## src/rtl/jesd204b_rx_link_ctrl_if.sv

```systemverilog
// -----------------------------------------------------------------------------
// jesd204b_rx_link_ctrl_if
// Bundles the link-control signals of jesd204b_rx_link_ctrl.
//   master : the side that drives link enable, SYSREF and per-lane status
//   slave  : the link controller; returns LMFC, SYNC~ and link status
// Signals:
//   enable, sysref               link enable, SYSREF (synchronous to clk)
//   lane_enable/_sync_request/_valid  per-lane status, NUM_LANES wide
//   lmfc, sync_n                 LMFC pulse, active-low SYNC~
//   link_state, link_up          0 IDLE / 1 CGS / 2 ILAS / 3 DATA, high in DATA
//   sysref_locked, resync_count  SYSREF seen since reset, saturating drop count
// -----------------------------------------------------------------------------
interface jesd204b_rx_link_ctrl_if #(
    parameter int NUM_LANES = 4
);
    logic                 enable;
    logic                 sysref;
    logic [NUM_LANES-1:0] lane_enable;
    logic [NUM_LANES-1:0] lane_sync_request;
    logic [NUM_LANES-1:0] lane_valid;
    logic                 lmfc;
    logic                 sync_n;
    logic [1:0]           link_state;
    logic                 link_up;
    logic                 sysref_locked;
    logic [7:0]           resync_count;

    modport master (
        output enable, sysref, lane_enable, lane_sync_request, lane_valid,
        input  lmfc, sync_n, link_state, link_up, sysref_locked, resync_count
    );

    modport slave (
        input  enable, sysref, lane_enable, lane_sync_request, lane_valid,
        output lmfc, sync_n, link_state, link_up, sysref_locked, resync_count
    );
endinterface

```

## src/rtl/jesd204b_rx_link_ctrl.sv

```systemverilog
// -----------------------------------------------------------------------------
// jesd204b_rx_link_ctrl
// Link-level controller for a multi-lane JESD204B receiver. Generates the
// SYSREF-aligned LMFC, merges per-lane sync requests into SYNC~, and sequences
// the link IDLE -> CGS -> ILAS -> DATA, falling back to CGS on lane sync
// requests, loss of all lanes, or too many invalid characters per multiframe.
// Ports:
//   clk    device clock
//   reset  synchronous, active-high
//   link   jesd204b_rx_link_ctrl_if.slave (see interface header)
// -----------------------------------------------------------------------------
module jesd204b_rx_link_ctrl #(
    parameter int NUM_LANES      = 4,
    parameter int OCTET_PER_SENT = 4,
    parameter int OCTETS_PER_FR  = 5,
    parameter int FRAMES_PER_MF  = 4,
    parameter int ILAS_MF        = 4,
    parameter int ERR_THRESH     = 3,
    parameter bit REQUIRE_SYSREF = 1'b1
) (
    input  logic                     clk,
    input  logic                     reset,
    jesd204b_rx_link_ctrl_if.slave   link
);
    localparam int P  = (OCTETS_PER_FR * FRAMES_PER_MF) / OCTET_PER_SENT;
    localparam int CW = (P > 1) ? $clog2(P) : 1;
    localparam int MW = $clog2(ILAS_MF + 1);
    localparam int EW = $clog2(ERR_THRESH + 1);

    typedef enum logic [1:0] {
        ST_IDLE = 2'd0,
        ST_CGS  = 2'd1,
        ST_ILAS = 2'd2,
        ST_DATA = 2'd3
    } state_e;

    state_e         state_q, state_d;
    logic [CW-1:0]  cnt_q, cnt_d;
    logic [MW-1:0]  mf_cnt_q, mf_cnt_d;
    logic [EW-1:0]  err_cnt_q, err_cnt_d;
    logic [7:0]     resync_q, resync_d;
    logic           lmfc_q, lmfc_d;
    logic           sync_n_q, sync_n_d;
    logic           link_up_q, link_up_d;
    logic           locked_q, locked_d;

    logic [NUM_LANES-1:0] act;
    logic                 any_req, all_sync, bad, resync;

    // NOTE: every signal written here gets a default first, so no path leaves
    // a value unassigned and no latch is inferred.
    always_comb begin
        act      = link.lane_enable;
        any_req  = |(link.lane_sync_request & act);
        all_sync = (act != '0) && !any_req;
        bad      = |(~link.lane_valid & act);

        // LMFC: SYSREF restarts the multiframe immediately.
        if (link.sysref || cnt_q == CW'(P - 1)) begin
            cnt_d  = '0;
            lmfc_d = 1'b1;
        end else begin
            cnt_d  = cnt_q + 1'b1;
            lmfc_d = 1'b0;
        end
        locked_d = locked_q | link.sysref;

        state_d   = state_q;
        mf_cnt_d  = mf_cnt_q;
        err_cnt_d = '0;
        resync_d  = resync_q;

        case (state_q)
            ST_IDLE: state_d = ST_CGS;
            ST_CGS: begin
                mf_cnt_d = '0;
                if (all_sync && lmfc_q && (locked_q || !REQUIRE_SYSREF))
                    state_d = ST_ILAS;
            end
            ST_ILAS: begin
                if (lmfc_q) begin
                    mf_cnt_d = mf_cnt_q + 1'b1;
                    if (mf_cnt_q + 1'b1 == MW'(ILAS_MF))
                        state_d = ST_DATA;
                end
            end
            ST_DATA: begin
                // Errors are counted per multiframe; a bad LMFC cycle opens
                // the new window with one error already recorded.
                if (lmfc_q)
                    err_cnt_d = bad ? EW'(1) : '0;
                else if (bad && err_cnt_q != EW'(ERR_THRESH))
                    err_cnt_d = err_cnt_q + 1'b1;
                else
                    err_cnt_d = err_cnt_q;
            end
            default: state_d = ST_IDLE;
        endcase

        // Losing every lane is treated like an explicit sync request.
        resync = (state_q == ST_ILAS || state_q == ST_DATA) &&
                 (any_req || act == '0 || err_cnt_q == EW'(ERR_THRESH));
        if (resync) begin
            state_d   = ST_CGS;
            mf_cnt_d  = '0;
            err_cnt_d = '0;
            if (resync_q != 8'hFF)
                resync_d = resync_q + 8'd1;
        end

        // Disabling the link overrides a resync and is not counted as one.
        if (!link.enable) begin
            state_d   = ST_IDLE;
            mf_cnt_d  = '0;
            err_cnt_d = '0;
            resync_d  = resync_q;
        end

        // SYNC~ and link_up follow the next state so they change with it.
        sync_n_d  = (state_d == ST_ILAS) || (state_d == ST_DATA);
        link_up_d = (state_d == ST_DATA);
    end

    // NOTE: state updates use non-blocking assignments so every register
    // samples pre-edge values; reset is synchronous, checked inside the block.
    always_ff @(posedge clk) begin
        if (reset) begin
            state_q   <= ST_IDLE;
            cnt_q     <= '0;
            mf_cnt_q  <= '0;
            err_cnt_q <= '0;
            resync_q  <= '0;
            lmfc_q    <= 1'b0;
            sync_n_q  <= 1'b0;
            link_up_q <= 1'b0;
            locked_q  <= 1'b0;
        end else begin
            state_q   <= state_d;
            cnt_q     <= cnt_d;
            mf_cnt_q  <= mf_cnt_d;
            err_cnt_q <= err_cnt_d;
            resync_q  <= resync_d;
            lmfc_q    <= lmfc_d;
            sync_n_q  <= sync_n_d;
            link_up_q <= link_up_d;
            locked_q  <= locked_d;
        end
    end

    assign link.lmfc          = lmfc_q;
    assign link.sync_n        = sync_n_q;
    assign link.link_state    = state_q;
    assign link.link_up       = link_up_q;
    assign link.sysref_locked = locked_q;
    assign link.resync_count  = resync_q;
endmodule

```

## src/flat_wrapper.sv

```systemverilog
// flat-port wrapper written by rule: the top's interface ports become plain ports
module jesd204b_rx_link_ctrl_flat 
#(
    parameter int NUM_LANES      = 4,
    parameter int OCTET_PER_SENT = 4,
    parameter int OCTETS_PER_FR  = 5,
    parameter int FRAMES_PER_MF  = 4,
    parameter int ILAS_MF        = 4,
    parameter int ERR_THRESH     = 3,
    parameter bit REQUIRE_SYSREF = 1'b1
)
  (clk, reset, link_enable, link_sysref, link_lane_enable, link_lane_sync_request, link_lane_valid, link_lmfc, link_sync_n, link_link_state, link_link_up, link_sysref_locked, link_resync_count);
  jesd204b_rx_link_ctrl_if #(.NUM_LANES(NUM_LANES)) link_i ();
  input  logic clk;
  input  logic reset;
  input wire logic [$bits(link_i.enable)-1:0] link_enable;
  input wire logic [$bits(link_i.sysref)-1:0] link_sysref;
  input wire logic [$bits(link_i.lane_enable)-1:0] link_lane_enable;
  input wire logic [$bits(link_i.lane_sync_request)-1:0] link_lane_sync_request;
  input wire logic [$bits(link_i.lane_valid)-1:0] link_lane_valid;
  output wire logic [$bits(link_i.lmfc)-1:0] link_lmfc;
  output wire logic [$bits(link_i.sync_n)-1:0] link_sync_n;
  output wire logic [$bits(link_i.link_state)-1:0] link_link_state;
  output wire logic [$bits(link_i.link_up)-1:0] link_link_up;
  output wire logic [$bits(link_i.sysref_locked)-1:0] link_sysref_locked;
  output wire logic [$bits(link_i.resync_count)-1:0] link_resync_count;
  assign link_i.enable = link_enable;
  assign link_i.sysref = link_sysref;
  assign link_i.lane_enable = link_lane_enable;
  assign link_i.lane_sync_request = link_lane_sync_request;
  assign link_i.lane_valid = link_lane_valid;
  assign link_lmfc = link_i.lmfc;
  assign link_sync_n = link_i.sync_n;
  assign link_link_state = link_i.link_state;
  assign link_link_up = link_i.link_up;
  assign link_sysref_locked = link_i.sysref_locked;
  assign link_resync_count = link_i.resync_count;
  jesd204b_rx_link_ctrl #(.NUM_LANES(NUM_LANES), .OCTET_PER_SENT(OCTET_PER_SENT), .OCTETS_PER_FR(OCTETS_PER_FR), .FRAMES_PER_MF(FRAMES_PER_MF), .ILAS_MF(ILAS_MF), .ERR_THRESH(ERR_THRESH), .REQUIRE_SYSREF(REQUIRE_SYSREF)) u_core (.clk(clk), .reset(reset), .link(link_i));
endmodule
```

## config.mk

```make
export PLATFORM = sky130hd
export DESIGN_NAME = jesd204b_rx_link_ctrl_flat
export DESIGN_NICKNAME = d
export VERILOG_FILES = /design/src/rtl/jesd204b_rx_link_ctrl_if.sv /design/src/rtl/jesd204b_rx_link_ctrl.sv /design/src/flat_wrapper.sv
export SDC_FILE = /design/constraint.sdc
export NUM_CORES = 1
export LEC_CHECK = 0
export ABC_AREA = 0
export CAP_MARGIN = 0
export CORE_UTILIZATION = 44
export DETAILED_ROUTE_END_ITERATION = 16
export DONT_BUFFER_PORTS = 1
export SYNTH_ARGS = -nofsm -noshare
export SYNTH_HDL_FRONTEND = slang
export SYNTH_SLANG_ARGS = --single-unit
```

## constraint.sdc

```tcl
create_clock -name clk -period 2.2 [get_ports clk]
set_clock_uncertainty 0.15 [all_clocks]
set_input_delay 0.44 -clock clk [delete_from_list [all_inputs] [get_ports clk]]
set_output_delay 0.44 -clock clk [all_outputs]
set_load 0.005 [all_outputs]
```

; ---- Word-level counts from Yosys, hierarchy flattened
; Cells that the tools add are included.
; Widths: inputs -> output; s select.
[word_totals]
out_inout_bits = 14
ff_bits = 22
in_bits = 16
[classes]
n_reduce_logical = 23
addsub = 4
n_bitwise = 6
mux = 12
eq_ne = 11
[op_table]
columns = op, count
row1 = $mux 2, 7
row2 = $reduce_or 4->1, 3
row3 = $eq 2x2->1 const B, 5
row4 = $add 8x1->8 const B, 1
row5 = $and 4x4->4, 2
row6 = $ne 8x8->1 const B, 1
row7 = $add 3x1->3 const B, 2
row8 = $eq 3x3->1 const B, 2
row9 = $pmux 2 s3, 1
row10 = $pmux 3 s2, 1
row11 = $logic_and 1x1->1, 5
row12 = $logic_or 1x1->1, 5
row13 = $logic_not 4->1, 1
row14 = $not 4->4, 1
row15 = $reduce_bool 2->1, 2
row16 = $reduce_bool 4->1, 1
row17 = $mux 3, 1
row18 = $reduce_and 3->1, 1
row19 = $reduce_or 3->1, 1
row20 = $add 2x1->2 const B, 1
row21 = $eq 2x1->1 const B, 1
row22 = $logic_not 2->1, 1
row23 = $mux 1, 2
row24 = $ne 2x1->1 const B, 1
row25 = 6 further kinds, 7

; ---- Longest topological paths before layout
[depth]
ltp_word = 12
mapped_depth = 6
mapped_depth_nobuf = 5

; ---- Worst setup path before layout
; Ideal clock, no wire load.
[synth_timing]
kind = input to register
startpoint = in link_lane_sync_request[2]
endpoint = reg u_core.err_cnt_q[1]
arrival_time_ps = 1628
required_ps = 1977
path_stages = 4
slack_ps = 349
path_buffers = 0
cell_sequence = a22o_1 -> or3_1 -> or4_4 -> nor3_2
[synth_via]
elab_chain_cells = 6
[synth_rtl]
columns = element, line
row1 = start: declaration, flat_wrapper.sv:19  ; input wire logic [$bits(link_i.lane_sync_request)-1:0] link_lane_sync_request;
row2 = $and 4x4->4, jesd204b_rx_link_ctrl.sv:54  ; any_req = |(link.lane_sync_request & act);
row3 = $reduce_or 4->1, jesd204b_rx_link_ctrl.sv:54
row4 = $logic_or 1x1->1 (2 in series), jesd204b_rx_link_ctrl.sv:102  ; (any_req || act == '0 || err_cnt_q == EW'(ERR_THRESH));
row5 = $logic_and 1x1->1, jesd204b_rx_link_ctrl.sv:101  ; resync = (state_q == ST_ILAS || state_q == ST_DATA) &&
row6 = $reduce_or 4->1 (no line), n/a
row7 = end signal: assignment, jesd204b_rx_link_ctrl.sv:141  ; err_cnt_q <= err_cnt_d;
row8 = end: declaration, jesd204b_rx_link_ctrl.sv:40  ; logic [EW-1:0] err_cnt_q, err_cnt_d;
; No other way between the ends.
; A chain may end at the register's enable or synchronous reset.

; ---- Worst setup path after layout
[layout_timing]
startpoint = reg u_core.err_cnt_q[0]
endpoint = reg u_core.resync_q[5], in the netlist u_core.link.resync_count[5]
[layout_via]
elab_chain_cells = 4
[layout_rtl]
columns = element, line
row1 = $eq 2x2->1, jesd204b_rx_link_ctrl.sv:102
row2 = $logic_or 1x1->1, jesd204b_rx_link_ctrl.sv:102
row3 = $logic_and 1x1->1, jesd204b_rx_link_ctrl.sv:101
row4 = $reduce_and 3->1 (no line), n/a
row5 = end signal: assignment, jesd204b_rx_link_ctrl.sv:142  ; resync_q <= resync_d;
row6 = end: declaration, jesd204b_rx_link_ctrl.sv:41  ; logic [7:0] resync_q, resync_d;
; No other way between the ends.

==> results.py <==
metrics = {
    "grt": {
        "antenna_found_initial": 0,
        "grtUsageMet2_pct": 32.3,
        "grt_max_degree": 15,
        "grt.total_usage_pct": 18.8,
        "grt_util_met1_pct": 22.2,
        "grt_most_used_layer": "met2",
        "grt_remaining_overflow": 0,
        "grt_util_met3_pct": 7.06,
        "grt_pass1_wl_um": 3900,
        "grt_pass1_vias": 924,
    },
    "setup_path": {
        "r2r-start": "u_core.err_cnt_q[0]",
        "worstPathMaxFanout": 13,
        "critPathArrivalTime_ns": 2.00,
        "critPathLaunchType": "flop",
        "end_kind": "flop",
        "worst-setup-path-type": "reg2reg",
        "crit_start": "u_core.err_cnt_q[0]",
        "crit_required_ns": 2.30,
        "ff2ff_setup_slack_ns": 0.30,
    },
    "placed_design": {
        "detailed_place_hpwl_um": 1760,
        "io_buffers": 0,
        "place.gp.congestion": 0.757,
    },
    "cts": {
        "numCtsBuffers": 3,
        "clk_latency_ns": 0.30,
        "clock_sinks": 22,
        "post_cts_buffers": 0,
        "htreeDepth": 1,
        "cts_tree": "done",
        "clockBufferDepth": 2,
        "cts-root-buf": "clkbuf_4",
        "clk_pin_slew_ns": 0.12,
    },
    "die": {
        "die_x_um": 53.6,
        "core-area_um2": 2500,
        "start_util_pct": 46.8,
        "boundaryPins": 30,
        "die-area_um2": 2870,
        "die_y_um": 53.6,
        "rows": 18,
    },
    "synth": {
        "yosys_warnings": 0,
        "syn_area_per_cell_um2": 9.01,
        "synth_most_common_cell": "dfxtp_1",
        "postSynthCellCount": 130,
        "syn_area_um2": 1170,
        "syn_nets": 152,
        "yosys-top-cells-area": "dfxtp_1, ha_1, a21oi_1",
        "synth.cells.most_frequent": "dfxtp_1, nor2_1, inv_1",
        "async_reset_ff_share_pct": 0,
        "synth.largest_area_cell": "dfxtp_1",
        "synth_top_area_share_pct": 37.6,
        "synth_edf_count": 0,
        "ys_seq_area_share_pct": 37.6,
        "ys_ff_latch": 22,
        "yosysUniqueCellTypes": 41,
        "ys.flop_type": "dfxtp_1",
    },
    "timing": {
        "timing.fmax_mhz": 525,
        "rsz0062_at_grt": "false",
        "tightest_slew_ns": 0.500,
        "finalSetupTns_ns": 0,
        "period_share_pct": 86.5,
        "hold_violations": 0,
        "maxSlewViolCount": 0,
        "min_period_ns": 1.90,
        "hold_slack_ns": 0.0336,
        "setup_viol": 0,
        "maxSlewHeadroom_pct": 66.6,
    },
    "worst_hold_path": {
        "min-delay-start": "reset",
        "min_path_type": "in2reg",
    },
    "power": {
        "switching_share_pct": 19.8,
        "intPower_mw": 0.607,
        "p_switching_mw": 0.150,
        "clock_power_share_pct": 40.3,
        "peakVddDrop_mv": 0.672,
        "seqPwrFrac_pct": 53.9,
        "p_per_area_nw_per_um2": 591,
        "share_comb_of_total_power_pct": 5.8,
        "p_leak_nw": 0.434,
    },
    "final_layout": {
        "areaGrowthSynthToFinish_pct": 9.30,
        "antenna_cells": 0,
        "finalNetCount": 157,
        "final_layout_size_suffix_gt1_share_pct": 10.4,
    },
    "job": {
        "maxCapViolations": 0,
    },
    "drt": {
        "routed-via-count": 993,
        "wirelength_um": 2380,
        "drt_iter0_drc": 11,
        "drt_pass1_iterations": 3,
        "vias_per_cell": 6.05,
        "drc": 0,
        "antenna_left": 0,
        "wl_per_cell_um": 14.5,
    },
    "status": {
        "outcome": "finished, final reports clean",
    },
}
-- metal layers --
metal,part of all wire (%),up-vias
met3,6.0,2
met5,0,-
met2,45,30
met1,48,455
met4,0.63,0
li1,-,506
-- path summary, 6_finish.rpt --
| kind | endpoint | cells after the start |
|---|---|---|
| worst max-delay path | u_core.link.resync_count[5] | 6 |
| worst min-delay path | u_core.link.resync_count[4] | 1 |
| worst max register to register | u_core.link.resync_count[5] | 6 |
| worst min register to register | u_core.cnt_q[0] | 1 |
-- logic make-up after synthesis --
kind of cell,share of synthesized area [%]
AOI/OAI and AO/OA,22.3
xor gates and xnor gates,0.748
adders and majority gates,6.41
buffers and inverters,4.70
and+or+nand+nor,24.8
muxes,3.42
DFF,37.6
-- per-stage QoR --
step / utilization [%] / setup slack (ns) / power, mW / std cells / instance area [um2]
floorplan: - / 0.349 / 0.452 / 130 / 1170
global placement: 48.7 / 0.281 / 0.458 / 159 / 1220
detailed placement: 48.7 / 0.276 / 0.459 / 159 / 1220
CTS: 50.8 / 0.286 / 0.768 / 163 / 1270
global route: 51.2 / 0.101 / 0.793 / 164 / 1280
finish: 51.2 / 0.297 / 0.757 / 164 / 1280
-- registers in the layout, indices dropped and copies added (netlist names) --
name and cells:
u_core.link.link_up 1, u_core.err_cnt_q 2, u_core.link.link_state 2, u_core.cnt_q 3, u_core.link.sysref_locked 1, u_core.link.sync_n 1, u_core.link.resync_count 8, u_core.mf_cnt_q 3
u_core.link.lmfc 1
-- cells in the final DEF (no fill, tap or decap), types with 3 or more instances in the layout --
| cell type | count |
|---|---|
| mux2i_1 | 4 |
| nor2_1 | 10 |
| nand2_1 | 6 |
| a21oi_1 | 8 |
| inv_1 | 9 |
| dfxtp_1 | 22 |
| nand2b_1 | 5 |
| o41ai_1 | 3 |
| clkbuf_4 | 3 |
| a32oi_1 | 3 |
| o31ai_1 | 4 |
| ha_1 | 6 |
| nand3_1 | 7 |
| or4_1 | 5 |
| buf_4 | 4 |
-- critical path, cell delays in order, from the launching register on --
cell,delay (ns)
dfxtp_1,0.38
ha_1,0.25
a221o_1,0.16
o311ai_1,0.10
buf_4,0.21
or4_1,0.46
a21oi_1,0.14
-- layout make-up --
class | instances | area [um2]
inverters | 9 | 33.8
flip-flops and latches | 22 | 440
multi-input cells | 94 | 676
fillers | 238 | 1220
repair buffers | 5 | 40.0
well taps | 30 | 37.5
clock inverters | 1 | 30.0
clock buffers | 3 | 22.5
-- power by group through the flow --
stage                     logic, mW  clock network (mW)  registers [mW]
after detailed placement     0.0421                   0           0.417
final                        0.0440               0.305           0.408
after global routing         0.0500               0.334           0.409
after CTS                    0.0424               0.317           0.408
after floorplan              0.0363                   0           0.416
after global placement       0.0411                   0           0.417
-- repair_timing --
| action | 4_1_cts | 5_1_grt |
|---|---|---|
| resized for setup | 0 | 0 |
| hold buffers | 0 | 1 |
| endpoints found under the hold margin | 0 | 3 |
(Power assumes the default switching activity.)
